===== src/rtl/mux8to1_arbiter.sv =====
// Round-robin arbiter for a shared mux8to1 datapath: grants one of eight requesters and drives its select.
// Latency: one cycle from request to grant; on release the next owner is granted on the same edge.
// Backpressure: a grant is held until the owner drops req (or hold-limit preemption, if compiled in).
//
// Ports:
//   clk        - single clock, rising-edge state updates
//   reset      - asynchronous active-high reset
//   req[7:0]   - level-sensitive requests, bit i = requester i
//   gnt[7:0]   - registered one-hot grant, all zero when idle
//   sel[2:0]   - registered index of current/last owner, wired to mux8to1.sel
//   sel_valid  - high exactly when gnt is non-zero
//
// Build option: define MUX8_ARB_HOLDLIMIT_EN to enable hold-limit preemption after
// MAX_HOLD consecutive grant cycles while another requester waits.

module mux8to1_arbiter #(
    parameter int unsigned MAX_HOLD = 16
) (
    input  logic       clk,
    input  logic       reset,
    input  logic [7:0] req,
    output logic [7:0] gnt,
    output logic [2:0] sel,
    output logic       sel_valid
);

    if (MAX_HOLD < 2 || MAX_HOLD > 255) begin : g_max_hold_range
        $error("mux8to1_arbiter: MAX_HOLD must be in 2..255");
    end

    typedef enum logic {
        IDLE  = 1'b0,
        GRANT = 1'b1
    } state_t;

    state_t     state_q, state_d;
    logic [2:0] ptr_q, ptr_d;
    logic [2:0] sel_q, sel_d;
    logic [7:0] gnt_q, gnt_d;

    // {found, index}: first set bit of vec searched from base upward, wrapping 7 -> 0.
    // Iterating from the farthest offset down lets the nearest hit overwrite the result.
    function automatic logic [3:0] rr_pick(input logic [7:0] vec, input logic [2:0] base);
        logic [3:0] res;
        logic [2:0] idx;
        res = 4'b0;
        for (int i = 7; i >= 0; i--) begin
            idx = base + 3'(i);
            if (vec[idx]) begin
                res = {1'b1, idx};
            end
        end
        return res;
    endfunction

    logic [2:0] next_base;
    logic [3:0] pick_idle;
    logic [3:0] pick_rel;

    assign next_base = sel_q + 3'd1;
    assign pick_idle = rr_pick(req, ptr_q);
    // The owner's bit is already clear on release, so no explicit mask is needed here.
    assign pick_rel  = rr_pick(req, next_base);

`ifdef MUX8_ARB_HOLDLIMIT_EN
    localparam logic [7:0] HOLD_SAT = 8'(MAX_HOLD - 1);

    logic [7:0] hold_q, hold_d;
    logic [3:0] pick_pre;

    assign pick_pre = rr_pick(req & ~(8'b1 << sel_q), next_base);
`endif

    always_comb begin
        state_d = state_q;
        ptr_d   = ptr_q;
        sel_d   = sel_q;
        gnt_d   = gnt_q;
`ifdef MUX8_ARB_HOLDLIMIT_EN
        hold_d  = hold_q;
`endif
        case (state_q)
            IDLE: begin
                // ptr is not touched here; it only moves on release or preemption.
                if (pick_idle[3]) begin
                    state_d = GRANT;
                    sel_d   = pick_idle[2:0];
                    gnt_d   = 8'b1 << pick_idle[2:0];
`ifdef MUX8_ARB_HOLDLIMIT_EN
                    hold_d  = 8'd0;
`endif
                end
            end
            GRANT: begin
                if (!req[sel_q]) begin
                    ptr_d = next_base;
                    if (pick_rel[3]) begin
                        // Back-to-back handover, no bubble cycle.
                        sel_d  = pick_rel[2:0];
                        gnt_d  = 8'b1 << pick_rel[2:0];
`ifdef MUX8_ARB_HOLDLIMIT_EN
                        hold_d = 8'd0;
`endif
                    end else begin
                        state_d = IDLE;
                        gnt_d   = 8'h00;
                    end
                end
`ifdef MUX8_ARB_HOLDLIMIT_EN
                else if (hold_q == HOLD_SAT && pick_pre[3]) begin
                    // Owner hit its tenure limit while someone else waits.
                    ptr_d  = next_base;
                    sel_d  = pick_pre[2:0];
                    gnt_d  = 8'b1 << pick_pre[2:0];
                    hold_d = 8'd0;
                end else if (hold_q != HOLD_SAT) begin
                    hold_d = hold_q + 8'd1;
                end
`endif
            end
            default: begin
                state_d = IDLE;
                gnt_d   = 8'h00;
            end
        endcase
    end

    always_ff @(posedge clk or posedge reset) begin
        if (reset) begin
            state_q <= IDLE;
            ptr_q   <= 3'd0;
            sel_q   <= 3'd0;
            gnt_q   <= 8'h00;
        end else begin
            state_q <= state_d;
            ptr_q   <= ptr_d;
            sel_q   <= sel_d;
            gnt_q   <= gnt_d;
        end
    end

`ifdef MUX8_ARB_HOLDLIMIT_EN
    always_ff @(posedge clk or posedge reset) begin
        if (reset) begin
            hold_q <= 8'd0;
        end else begin
            hold_q <= hold_d;
        end
    end
`endif

    assign gnt       = gnt_q;
    assign sel       = sel_q;
    assign sel_valid = (state_q == GRANT);

endmodule


===== config.mk =====
export PLATFORM = sky130hd
export DESIGN_NAME = mux8to1_arbiter
export DESIGN_NICKNAME = d
export VERILOG_FILES = /design/src/rtl/mux8to1_arbiter.sv
export SDC_FILE = /design/constraint.sdc
export NUM_CORES = 1
export LEC_CHECK = 0
export CAP_MARGIN = 15
export CORE_MARGIN = 8
export CORE_UTILIZATION = 62
export CTS_CLUSTER_DIAMETER = 100
export DETAILED_ROUTE_END_ITERATION = 16
export MAX_ROUTING_LAYER = met4
export PLACE_DENSITY_LB_ADDON = 0.3
export SYNTH_ARGS = -nofsm -noshare
export SYNTH_HDL_FRONTEND = slang
export SYNTH_SLANG_ARGS = --single-unit

===== constraint.sdc =====
create_clock -name clk -period 8.3 [get_ports clk]
set_clock_uncertainty 0.15 [all_clocks]
set_input_delay 2.075 -clock clk [delete_from_list [all_inputs] [get_ports clk]]
set_output_delay 2.075 -clock clk [all_outputs]
set_load 0.02 [all_outputs]

* After elaboration in Yosys (flattened, before gate mapping)
Cells that the tools add are included.
Cells by class: $add $sub $neg 15, magnitude comparators 17, equal/unequal tests 3, shift operators 2, mux-type cells 62, bitwise logic cells 2, reductions and logical operators 3
Operator list (count):
- < comparator 3 x 4 -> 1 bit (second input constant) | 17
- 2-to-1 mux 4 bit | 16
- binary-select mux 1 bit (select 3 bit) | 17
- adder 3 bit (second input constant) | 8
- 2-to-1 mux 8 bit | 3
- 2-to-1 mux 1 bit | 20
- case mux 8 bit (2 select lines) | 1
- left shift 1 x 3 -> 8 bit (first input constant) | 2
- adder 3 x 2 -> 3 bit (second input constant) | 4
- adder 3 x 1 -> 3 bit (second input constant) | 3
- 2-to-1 mux 3 bit | 3
- case mux 3 bit (2 select lines) | 1
- != test 2 bit (second input constant) | 2
- AND reduction 2 bit | 2
- AND reduction 3 bit | 1
- != test 2 x 1 -> 1 bit (second input constant) | 1
- inverter 1 bit | 2
- case mux 1 bit (2 select lines) | 1
Storage, ports and cells: bits in registers 15, logic and storage cells 108

* Depth between registers and ports, before layout
depth in word-level cells 16, depth in mapped cells 15

* Least setup slack after synthesis
No wires, ideal clock.
path type input -> register, start input port req[0], end register gnt_q[1] (netlist: gnt[1]), setup time 0.126 ns, arrival time 4.285 ns, required time 8.024 ns, path slack 3.739 ns, stages on the path 8, path through buf_2 > mux4_1 > mux2i_4 > nand2_2 > or4_1 > a211o_1 > and4_4 > a221o_1
On the way: word-level cells in the longest chain between the ends 14, elaborated cells between the ends (all ways) 59
Ends and longest elaborated chain:
- start: declaration | RTL line 21 | input logic [7:0] req,
- binary-select mux 1 bit (select 3 bit) | RTL line 49 | if (vec[idx]) begin
- 2-to-1 mux 1 bit (not written as such) | RTL line 49
- 2-to-1 mux 4 bit (8 in series) | RTL line 49
- left shift 1 x 3 -> 8 bit | RTL line 100 | gnt_d = 8'b1 << pick_rel[2:0];
- 2-to-1 mux 8 bit | RTL line 97 | if (pick_rel[3]) begin
- 2-to-1 mux 8 bit | RTL line 95 | if (!req[sel_q]) begin
- case mux 8 bit (2 select lines) | RTL line 82 | case (state_q)
- end signal: assignment | RTL line 138 | gnt_q <= gnt_d;
- end: declaration | RTL line 39 | logic [7:0] gnt_q, gnt_d;
Parallel ways exist; a longest one is shown, timed or not. The select of a mux whose other input is x is not followed. A chain may end at the register's enable or synchronous reset.

* Final worst setup path
start input port req[1], end register gnt_q[5] (netlist: gnt[5])
Same word-level chain as after synthesis.

==> flow_summary.toml <==
[floorplan]
core-area_um2 = 3971
num_io_pins = 22
placementRows = 23
dieArea_um2 = 6418
die_y_um = 80.12
dieWidth_um = 80.12
start_util_pct = 64.18

[timing]
rsz0062_at_grt = "no"
relSlewSlack_pct = 45.70
fin_ws_ns = 3.213
max_freq_mhz = 196.6
worst_slew_pin_slew_ns = 0.8146
finalSetupTns_ns = 0
post-route-period-util_pct = 61.28
slew_viol_final = 0
period_minus_slack_ns = 5.087
setup_viol = 0
hold_viol_final = 0

[synthesis]
yosys_warnings = 0
ys_ff_latch = 15
syn_area_um2 = 2549
postSynthAreaPerCell_um2 = 9.168
synthArstFlopShare_pct = 100.0
yosysSeqAreaShare_pct = 14.73
synth_flop_cell = "dfrtp_1"
synth_cells = 278
synth_top_area_share_pct = 14.73
yosysTopAreaCell = "dfrtp_1"
synthTopCellsByArea = "dfrtp_1 15%, mux4_2 12%, mux2i_1 7.9%"
mappedNetlistNets = 292
synth.distinct_cells = 67
synth_edf_count = 0

[setup_path]
critPathRequiredTime_ns = 8.28
critPathTopFamily = "multiplexers"
reg2regPathDepth = 8
arrival_ns = 5.07
crit_path_start_kind = "input pin"
endpoint_kind = "flip-flop"
cp_cell_sequence = "clkdlybuf4s50_1 -> mux4_2 -> mux2i_4 -> nand2_2 -> or4_1 -> a211o_1 -> and4_4 -> a221o_1"
r2r_start = "sel[1]$_DFFE_PP0P_"
slowest_delay_ns = 0.65
cp_max_fo = 13
cp_slowest_cell = "mux4_2"
worst-path-buf-inv = 1
r2r_setup_slack_ns = 4.22
path_class = "in2reg"
rr_endpoint = "gnt[5]$_DFFE_PP0P_"

[global_routing]
grt_pass1_vias = 2231
grt_overflow_total = 0
antenna_found_initial = 0
grt_start_max_net_pins = 26
grt_pass1_wl_mm = 10.85
grtUsageTotal_pct = 21.02

[route]
vias_per_cell = 7.033
ant_nets = 0
top_layer_used = "met4"
dr_wl_met3_um = 377
drc = 0
drt_iter0_markers = 245
wl_per_cell_um = 18.64
wirelength_mm = 6.171
drt-met1-wl_mm = 2.646
drt-pass1-iter-count = 5
met2_length_mm = 3.015
vias = 2328

[clock_tree]
htree_num_levels = 1
tritoncts = "built"
clk_latency_ns = 0.25
clkTransAtPathRegs_ns = 0.06
cts_buffers = 3
cts_root_buffer = "clkbuf_8"
cts_sinks = 15
clock_path_buffers = 2
cts_hold_buf = 0
cts_setup_buffers = 0
cts_resized = 0

[min_path]
hp-start = "gnt[4]$_DFFE_PP0P_"
worstHoldPathCells = 2
whs_endpoint = "gnt[4]$_DFFE_PP0P_"
hold_class = "reg2reg"

[final_layout]
final_common_cell = "nand2_1"
n_antenna_cell = 0
layout_common_cells = "27 x nand2_1, 21 x clkdlybuf4s50_1, 20 x mux2i_1, 17 x nor2_1, 15 x dfrtp_1"
area_growth_pct = 7.707
drive_gt1_share_pct = 14.59
final_nets = 296

[placed_design]
dpl.hpwl_mm = 4.477
io_buffers = 21
dp_slack_ns = 2.991
globalplace.congestion = 0.8997

[run_status]
outcome = "finished clean"

[run]
drv_cap = 0
[layout make-up]
type / instances / area, um2
multi-input combinational: 226 / 1984
fill: 324 / 1226
clock buffer: 4 / 45.04
sequential: 15 / 375.4
timing repair buffer: 24 / 232.7
inverter: 12 / 45.04
tap: 50 / 62.56
[flip-flops by register name (all words and copies together) (netlist names)]
| register | flops |
|---|---|
| sel_valid | 1 |
| ptr_q | 3 |
| gnt | 8 |
| sel | 3 |
[tightest hold or removal path, stage by stage, from the launching register on]
cell	delay (ns)
dfrtp_1	0.34
nand2_1	0.05
o211ai_1	0.07
[metal layers]
metal / vias up / GRT usage [%]
met4: 0 / 8.545
met1: 1112 / 26.87
li1: 1087 / -
met3: 15 / 1.674
met2: 114 / 33.55
met5: - / -
[Yosys cell counts, types with 3 or more instances]
library cell	number
mux4_1	5
a211oi_1	3
mux2i_1	20
nor2_1	17
mux2i_4	3
nor3b_1	3
nor3_1	7
clkbuf_1	4
buf_6	3
xnor2_1	4
a221oi_1	5
dfrtp_1	15
a22oi_1	5
buf_2	15
xor2_1	4
nand3_1	4
nand2b_1	8
a21oi_1	13
and2_1	3
mux4_2	14
ha_1	4
nand2_1	27
o221a_2	3
nor2b_1	5
a211o_1	3
o211ai_1	4
mux2_2	6
a221o_1	5
inv_1	10
o21ai_0	11
[cell families (layout without fill, tap and decap cells)]
kind of cell,after synthesis,count (layout),synth area share [%]
AOI/OAI and AO/OA,72,72,21.80
xor gates and xnor gates,9,9,3.632
muxes,50,50,31.57
and+or+nand+nor,91,91,18.90
adders and majority gates,4,4,1.964
DFF,15,15,14.73
buffers and inverters,37,40,7.412
[worst max-delay path by stage]
stage	start	endpoint	slack (ns)	cells after the start
6_report	req[1]	gnt[5]$_DFFE_PP0P_	3.21	8
2_1_floorplan	req[0]	gnt[1]$_DFFE_PP0P_	3.74	8
4_1_cts	req[1]	gnt[5]$_DFFE_PP0P_	3.25	8
3_3_place_gp	req[1]	gnt[1]$_DFFE_PP0P_	3.05	8
5_1_grt	req[1]	gnt[2]$_DFFE_PP0P_	2.99	9
3_5_place_dp	req[1]	gnt[5]$_DFFE_PP0P_	2.99	8
[stage by stage]
stage	utilization, %	cells	hold slack [ns]	cell area, um2
final	69.12	331	0.3470	2745
after global routing	69.12	331	0.3810	2745
after CTS	69.12	331	0.3500	2745
after detailed placement	67.99	327	0.3305	2700
after global placement	67.99	327	0.3373	2700
after floorplan	-	278	0.4524	2549
Power is not shown: default switching activity piles up to over one toggle a cycle in this logic, so the estimate is an artifact.
